File: config.mk
export PLATFORM = sky130hd
export DESIGN_NAME = vram_slot_arbiter
export DESIGN_NICKNAME = d
export VERILOG_FILES = /design/src/rtl/vram_slot_arbiter.sv
export SDC_FILE = /design/constraint.sdc
export NUM_CORES = 1
export LEC_CHECK = 0
export CORE_ASPECT_RATIO = 0.8
export CORE_MARGIN = 2
export CORE_UTILIZATION = 40
export DETAILED_ROUTE_END_ITERATION = 16
export DONT_BUFFER_PORTS = 1
export HOLD_SLACK_MARGIN = 0.05
export PLACE_DENSITY = 0.57
export SLEW_MARGIN = 25
export SYNTH_ARGS = -nofsm -noshare
export SYNTH_HDL_FRONTEND = slang
export SYNTH_SLANG_ARGS = --single-unit
File: constraint.sdc
create_clock -name C -period 3.75 [get_ports C]
set_clock_uncertainty 0.2 [all_clocks]
set_input_delay 0.75 -clock C [delete_from_list [all_inputs] [get_ports C]]
set_output_delay 0.75 -clock C [all_outputs]
set_load 0.005 [all_outputs]
File: src/rtl/vram_slot_arbiter.sv
// vram_slot_arbiter: 8-phase VRAM time-slot arbiter sharing one RAM port between video fetch and CPU.
// Define VRAM_REFRESH_EN to turn phase 3 into a refresh slot driven by a 7-bit row counter.
module vram_slot_arbiter #(
  parameter int DIV = 13,
  parameter int AW  = 14,
  parameter int DW  = 8
) (
  input  logic          C,
  input  logic          aR,
  input  logic          vid_req,
  input  logic [AW-1:0] vid_addr,
  output logic          vid_ack,
  output logic [DW-1:0] vid_data,
  output logic          vid_miss,
  input  logic          cpu_req,
  input  logic          cpu_we,
  input  logic [AW-1:0] cpu_addr,
  input  logic [DW-1:0] cpu_wdata,
  output logic          cpu_ack,
  output logic [DW-1:0] cpu_rdata,
  output logic          cpu_wait,
  output logic          mem_cs,
  output logic          mem_we,
  output logic [AW-1:0] mem_addr,
  output logic [DW-1:0] mem_wdata,
  input  logic [DW-1:0] mem_rdata,
  output logic [2:0]    phase
);
  typedef enum logic [1:0] {
    IDLE,
    VID,
    CPU
`ifdef VRAM_REFRESH_EN
    , REF
`endif
  } state_t;
  state_t        state_q, state_d;
  logic [4:0]    div_q, div_d;
  logic [2:0]    phase_q, nxt_p;
  logic          bnd;
  logic [AW-1:0] addr_q, addr_d;
  logic [DW-1:0] wdata_q, vid_data_q, cpu_rdata_q;
  logic          wr_q, p0_vid_q, vid_ack_q, cpu_ack_q, vid_miss_q;
`ifdef VRAM_REFRESH_EN
  logic [6:0]    row_q;
`endif
  // The owner of the next phase is decided on the last clock of the current one.
  always_comb begin
    bnd = div_q == 5'(DIV - 1);
    div_d = bnd ? 5'd0 : div_q + 5'd1;
    nxt_p = phase_q + 3'd1;
    state_d = IDLE;
    if (nxt_p == 3'd0) state_d = vid_req ? VID : cpu_req ? CPU : IDLE;
    else if ((nxt_p == 3'd1 || nxt_p == 3'd5) && cpu_req && state_q != CPU) state_d = CPU;
`ifdef VRAM_REFRESH_EN
    else if (nxt_p == 3'd3) state_d = REF;
`endif
    addr_d = state_d == VID ? vid_addr : state_d == CPU ? cpu_addr : '0;
`ifdef VRAM_REFRESH_EN
    if (state_d == REF) addr_d = AW'(row_q);
`endif
  end
  always_ff @(posedge C or posedge aR) begin
    if (aR) begin
      state_q     <= IDLE;
      div_q       <= '0;
      phase_q     <= '0;
      addr_q      <= '0;
      wdata_q     <= '0;
      vid_data_q  <= '0;
      cpu_rdata_q <= '0;
      wr_q        <= 1'b0;
      p0_vid_q    <= 1'b0;
      vid_ack_q   <= 1'b0;
      cpu_ack_q   <= 1'b0;
      vid_miss_q  <= 1'b0;
`ifdef VRAM_REFRESH_EN
      row_q       <= '0;
`endif
    end else begin
      div_q      <= div_d;
      vid_ack_q  <= bnd && state_q == VID;
      cpu_ack_q  <= bnd && state_q == CPU;
      vid_miss_q <= bnd && phase_q == 3'd1 && !p0_vid_q && vid_req;
      if (bnd) begin
        phase_q <= nxt_p;
        state_q <= state_d;
        addr_q  <= addr_d;
        wdata_q <= cpu_wdata;
        wr_q    <= state_d == CPU && cpu_we;
        if (nxt_p == 3'd0) p0_vid_q <= state_d == VID;
        if (state_q == VID) vid_data_q <= mem_rdata;
        if (state_q == CPU && !wr_q) cpu_rdata_q <= mem_rdata;
`ifdef VRAM_REFRESH_EN
        if (state_q == REF) row_q <= row_q + 7'd1;
`endif
      end
    end
  end
  // Write strobe is kept off the first and last clock of the phase for address setup/hold.
  assign mem_we    = state_q == CPU && wr_q && div_q != 5'd0 && !bnd;
  assign mem_cs    = state_q != IDLE;
  assign mem_addr  = addr_q;
  assign mem_wdata = wdata_q;
  assign vid_ack   = vid_ack_q;
  assign vid_data  = vid_data_q;
  assign vid_miss  = vid_miss_q;
  assign cpu_ack   = cpu_ack_q;
  assign cpu_rdata = cpu_rdata_q;
  assign cpu_wait  = cpu_req & ~cpu_ack_q;
  assign phase     = phase_q;
endmodule

* Word-level counts from Yosys, hierarchy flattened
Cells that the tools add are included.
** Word-level totals
- Register bits after elaboration :: 53
- Output and inout port bits :: 47
** Cells by class
- Add/sub/neg operators :: 2
- Eq/ne operators :: 9
- Mux-type cells :: 7
- Bitwise logic cells :: 2
- Reduce and logical (&&, ||, !) cells :: 22
** Operators by type and width (number)
- $mux W14 :: 2
- $logic_and A1 B1 Y1 :: 12
- $mux W2 :: 4
- $eq A3 B1 Y1 const B :: 2
- $reduce_and A2 Y1 :: 3
- $add A5 B1 Y5 const B :: 1
- $eq A5 B4 Y1 const B :: 1
- $mux W5 :: 1
- $reduce_bool A5 Y1 :: 1
- $eq A2 B1 Y1 const B :: 2
- $eq A2 B2 Y1 const B :: 2
- $add A3 B1 Y3 const B :: 1
- $eq A3 B3 Y1 const B :: 1
- $logic_not A1 Y1 :: 3
- $logic_not A3 Y1 :: 1
- $ne A2 B2 Y1 const B :: 1
- $reduce_bool A2 Y1 :: 1
- $and A1 B1 Y1 :: 1
- $logic_or A1 B1 Y1 :: 1
- $not A1 Y1 :: 1

* Longest topological paths before layout
- Depth after elaboration :: 10
- Mapped depth :: 8
- Mapped depth without buffers :: 6

* Worst setup path before layout
Ideal clock, no wire load.
- Path kind :: input port to output port
- From :: in cpu_req
- To :: out cpu_wait
- Arrival time :: 1.394 ns
- Path slack :: 1.406 ns
- Stages on the path :: 3
- Buffers on the path :: 2
- Path through :: clkbuf_1 > clkbuf_1 > nor2b_1
** On the way
- Longest elaborated chain between the ends :: 1
** Ends and longest elaborated chain
- from (decl) :: RTL line 15 : input logic cpu_req,
- $and A1 B1 Y1 :: RTL line 110 : assign cpu_wait = cpu_req & ~cpu_ack_q;
- to (decl) :: RTL line 21 : output logic cpu_wait,
Every way passes these cells.

* Worst setup path after layout
- From :: reg div_q[0]
- To :: reg wr_q
** On the way
- Longest elaborated chain between the ends :: 1
** Ends and longest elaborated chain
- from (decl) :: RTL line 38 : logic [4:0] div_q, div_d;
- from (signal assigned) :: RTL line 81 : div_q <= div_d;
- $eq A5 B4 Y1 :: RTL line 49 : bnd = div_q == 5'(DIV - 1);
- to (signal assigned) :: RTL line 90 : wr_q <= state_d == CPU && cpu_we;
- to (decl) :: RTL line 43 : logic wr_q, p0_vid_q, vid_ack_q, cpu_ack_q, vid_miss_q;
Every way passes these cells.
A chain may end at the register's enable or synchronous reset.

==> metrics.md <==
| Metric | Value |
|---|---|
| Min-delay worst type | `register to register` |
| Pwr dens | `410 nW/um2` |
| Clk pin slew, worst setup/hold paths | `100 ps` |
| Post-CTS sizing | `0` |
| Crit path kind | `register to register` |
| RSZ-0062 raised after global routing | `false` |
| Worst skew pair latency | `300 ps` |
| CTS buffer count | `5` |
| Post-CTS setup buffers | `0` |
| Nets | `254` |
| Cell count after synthesis | `203` |
| Avg Synthesized Cell Area | `11.2 um2` |
| Fin area | `2430 um2` |
| #FFs+latches synth | `53` |
| H-tree depth | `2` |
| Post-synth cell types | `30` |
| Port buffer count | `0` |
| CORE AREA | `5470 um2` |
| Normalized max-slew margin | `41.7%` |
| FMAX | `408 MHz` |
| Most common cell after layout, fill and taps aside | `dfrtp_1` |
| GRT Residual Overflow | `0` |
| WL/cell | `17.6 um` |
| Asr flop ratio synth | `100%` |
| Detailed Place HPWL | `3580 um` |
| PnR worst setup slack | `1300 ps` |
| Die Height | `71.3 um` |
| P_leak | `0.00113 uW` |
| Clock sink total | `53` |
| Most frequent cells in the layout | `dfrtp_1 (53), nand2_1 (38), nor2_1 (17)` |
| Post-DP Area | `2320 um2` |
| Worst VDD drop | `0.170 mV` |
| Post-synthesis mux area share | `7.95%` |
| GRT Total Usage | `16.2%` |
| RD Place Congestion | `0.701` |
| Crit path max-delay cell type | `and3_1` |
| Core Rows | `24` |
| DRC Markers | `0` |
| First-pass GRT wire length | `7840 um` |
| Post-detailed-route count of antenna-violating nets | `0` |
| Total power | `997 uW` |
| Final setup vio count | `0` |
| Final Non-Filler Cells | `278` |
| Inst Count DP | `270` |
| Main synth FF type | `dfrtp_1` |
| Pre-CTS setup slack | `1330 ps` |
| Post-Syn Area | `2270 um2` |
| Sequential-to-total area share from yosys stat | `58.5%` |
| Drt via density | `5.27` |
| Maxcap violations | `0` |
| Largest net degree at the start of global routing | `54` |
| Chip width | `88.2 um` |
| TritonCTS clock tree | `built` |
| CTS Buffer Depth | `2` |
| Sum of negative setup slack | `0 ps` |
| Layout area overhead | `7.34%` |
| Max incr delay on CP | `690 ps` |
| Post-synthesis xor/xnor area fraction | `1.55%` |
| Final period util | `65.4%` |
| CTS Hold Buffers Added | `0` |
| Startpoint types | `register` |
| EDFF count, synth | `0` |
| Fin. max-slew vios | `0` |
| Post-synthesis adder-cell area fraction | `3.31%` |
| IO Pins | `96` |
| Initial Util | `41.5%` |
| Arrival @ worst endpoint | `2470 ps` |
| Initial antenna violation count | `0` |
| Post-Route WL | `4890 um` |
| CP endpoint kind | `register` |
| Initial drt markers | `50` |
| Outcome | `complete, no violations` |
| Routed vias | `1465` |
| Final hold vios | `0` |
| Number of global-route vias before repair | `1592` |
| Worst slew pin tran | `874 ps` |
| YS warnings | `0` |
| Min Tclk post-route | `2450 ps` |
| Synth Area in Compound Gates | `10.5%` |
| Crit path cell chain | `inv_1 -> ha_1 -> nor2b_4 -> and3_1 -> buf_4 -> nand2_1 -> o21ai_0` |
| Main combinational cell family by area after synthesis | `simple AND/OR/NAND/NOR gates` |
| Share of layout cells above drive strength 1 | `16.0%` |
| Die footprint | `6290 um2` |
| Post-Synth Simple-Gate Area | `14.6%` |
| Syn nets | `258` |
| Root Buffer | `clkbuf_8` |
| Largest driver fanout on the critical path | `24` |
| Antenna Cells | `0` |
| Required @ worst endpoint | `3770 ps` |
| Drt pass-1 iters | `4` |
## synthesized netlist by cell type, types with 2 or more instances
cell | number | area share [%]
a32oi_1 | 14 | 5.4
ha_1 | 6 | 3.3
nand2_1 | 38 | 6.3
a21oi_1 | 15 | 3.3
and2_1 | 2 | 0.55
inv_1 | 6 | 0.99
clkbuf_1 | 5 | 0.83
buf_2 | 6 | 1.3
xnor2_1 | 3 | 1.2
dfrtp_1 | 53 | 58
o21ai_0 | 4 | 0.88
nand3_1 | 2 | 0.44
mux2_2 | 16 | 7.9
nor2_1 | 17 | 2.8
## path summary, 6_finish.rpt
path                          start           end  slack [ps]  cells past startpoint
max in group asynchronous        aR       cpu_ack        2560                      1
hold / removal             p0_vid_q      vid_miss         250                      1
min in group asynchronous        aR  mem_addr[11]         280                      1
hold reg to reg            p0_vid_q      vid_miss         250                      1
setup reg to reg           div_q[0]          wr_q        1300                      7
setup / recovery           div_q[0]          wr_q        1300                      7
## layer usage
layer | up-vias | wire, um | GRT usage, % | share of wire (%)
met5 | - | 0 | 0 | 0
met4 | 0 | 25 | 4.55 | 0.51
met3 | 2 | 520 | 6.22 | 11
met2 | 73 | 2480 | 27.2 | 51
met1 | 710 | 1860 | 19.6 | 38
li1 | 680 | - | - | -
## state kept, by name (all words and copies together) (netlist names)
name,count
state_q,2
vid_data,8
vid_ack,1
cpu_ack,1
cpu_rdata,8
mem_addr,14
phase,3
wr_q,1
vid_miss,1
p0_vid_q,1
div_q,5
mem_wdata,8
## layout make-up
cell class                      count  area (um2)
Inverter                            6        23.8
Clock buffer                        5        68.8
Clock inverter                      3        43.8
Tap cell                           78        97.6
Sequential cell                    53        1330
Fill cell                         516        3030
Timing Repair Buffer                2        15.0
Multi-Input combinational cell    131         858
## metrics by stage
stage	hold WS, ps	utilization, %
detailed placement	227	42.4
global placement	222	42.4
CTS	244	44.5
global route	278	44.5
finish	247	44.5
floorplan	201	-
## where the power goes
part / switching [uW] / internal (uW)
Clock: 191 / 200
Sequential: 7.11 / 580
Combinational: 13.3 / 5.51
Total: 211 / 786
## worst max-delay path, delay by kind of cell (launching register included)
kind / cells / cell delay, ps
simple gates: 3 / 960
compound gates: 1 / 160
buf+inv: 2 / 450
fa+ha+maj: 1 / 160
flops: 1 / 430
## cell families after synthesis
family	after synthesis
AOI/OAI and AO/OA	35
muxes	16
buffers and inverters	19
xor gates and xnor gates	4
DFF	53
and+or+nand+nor	70
adders and majority gates	6
Note: power is estimated with default switching activity, not from simulation.
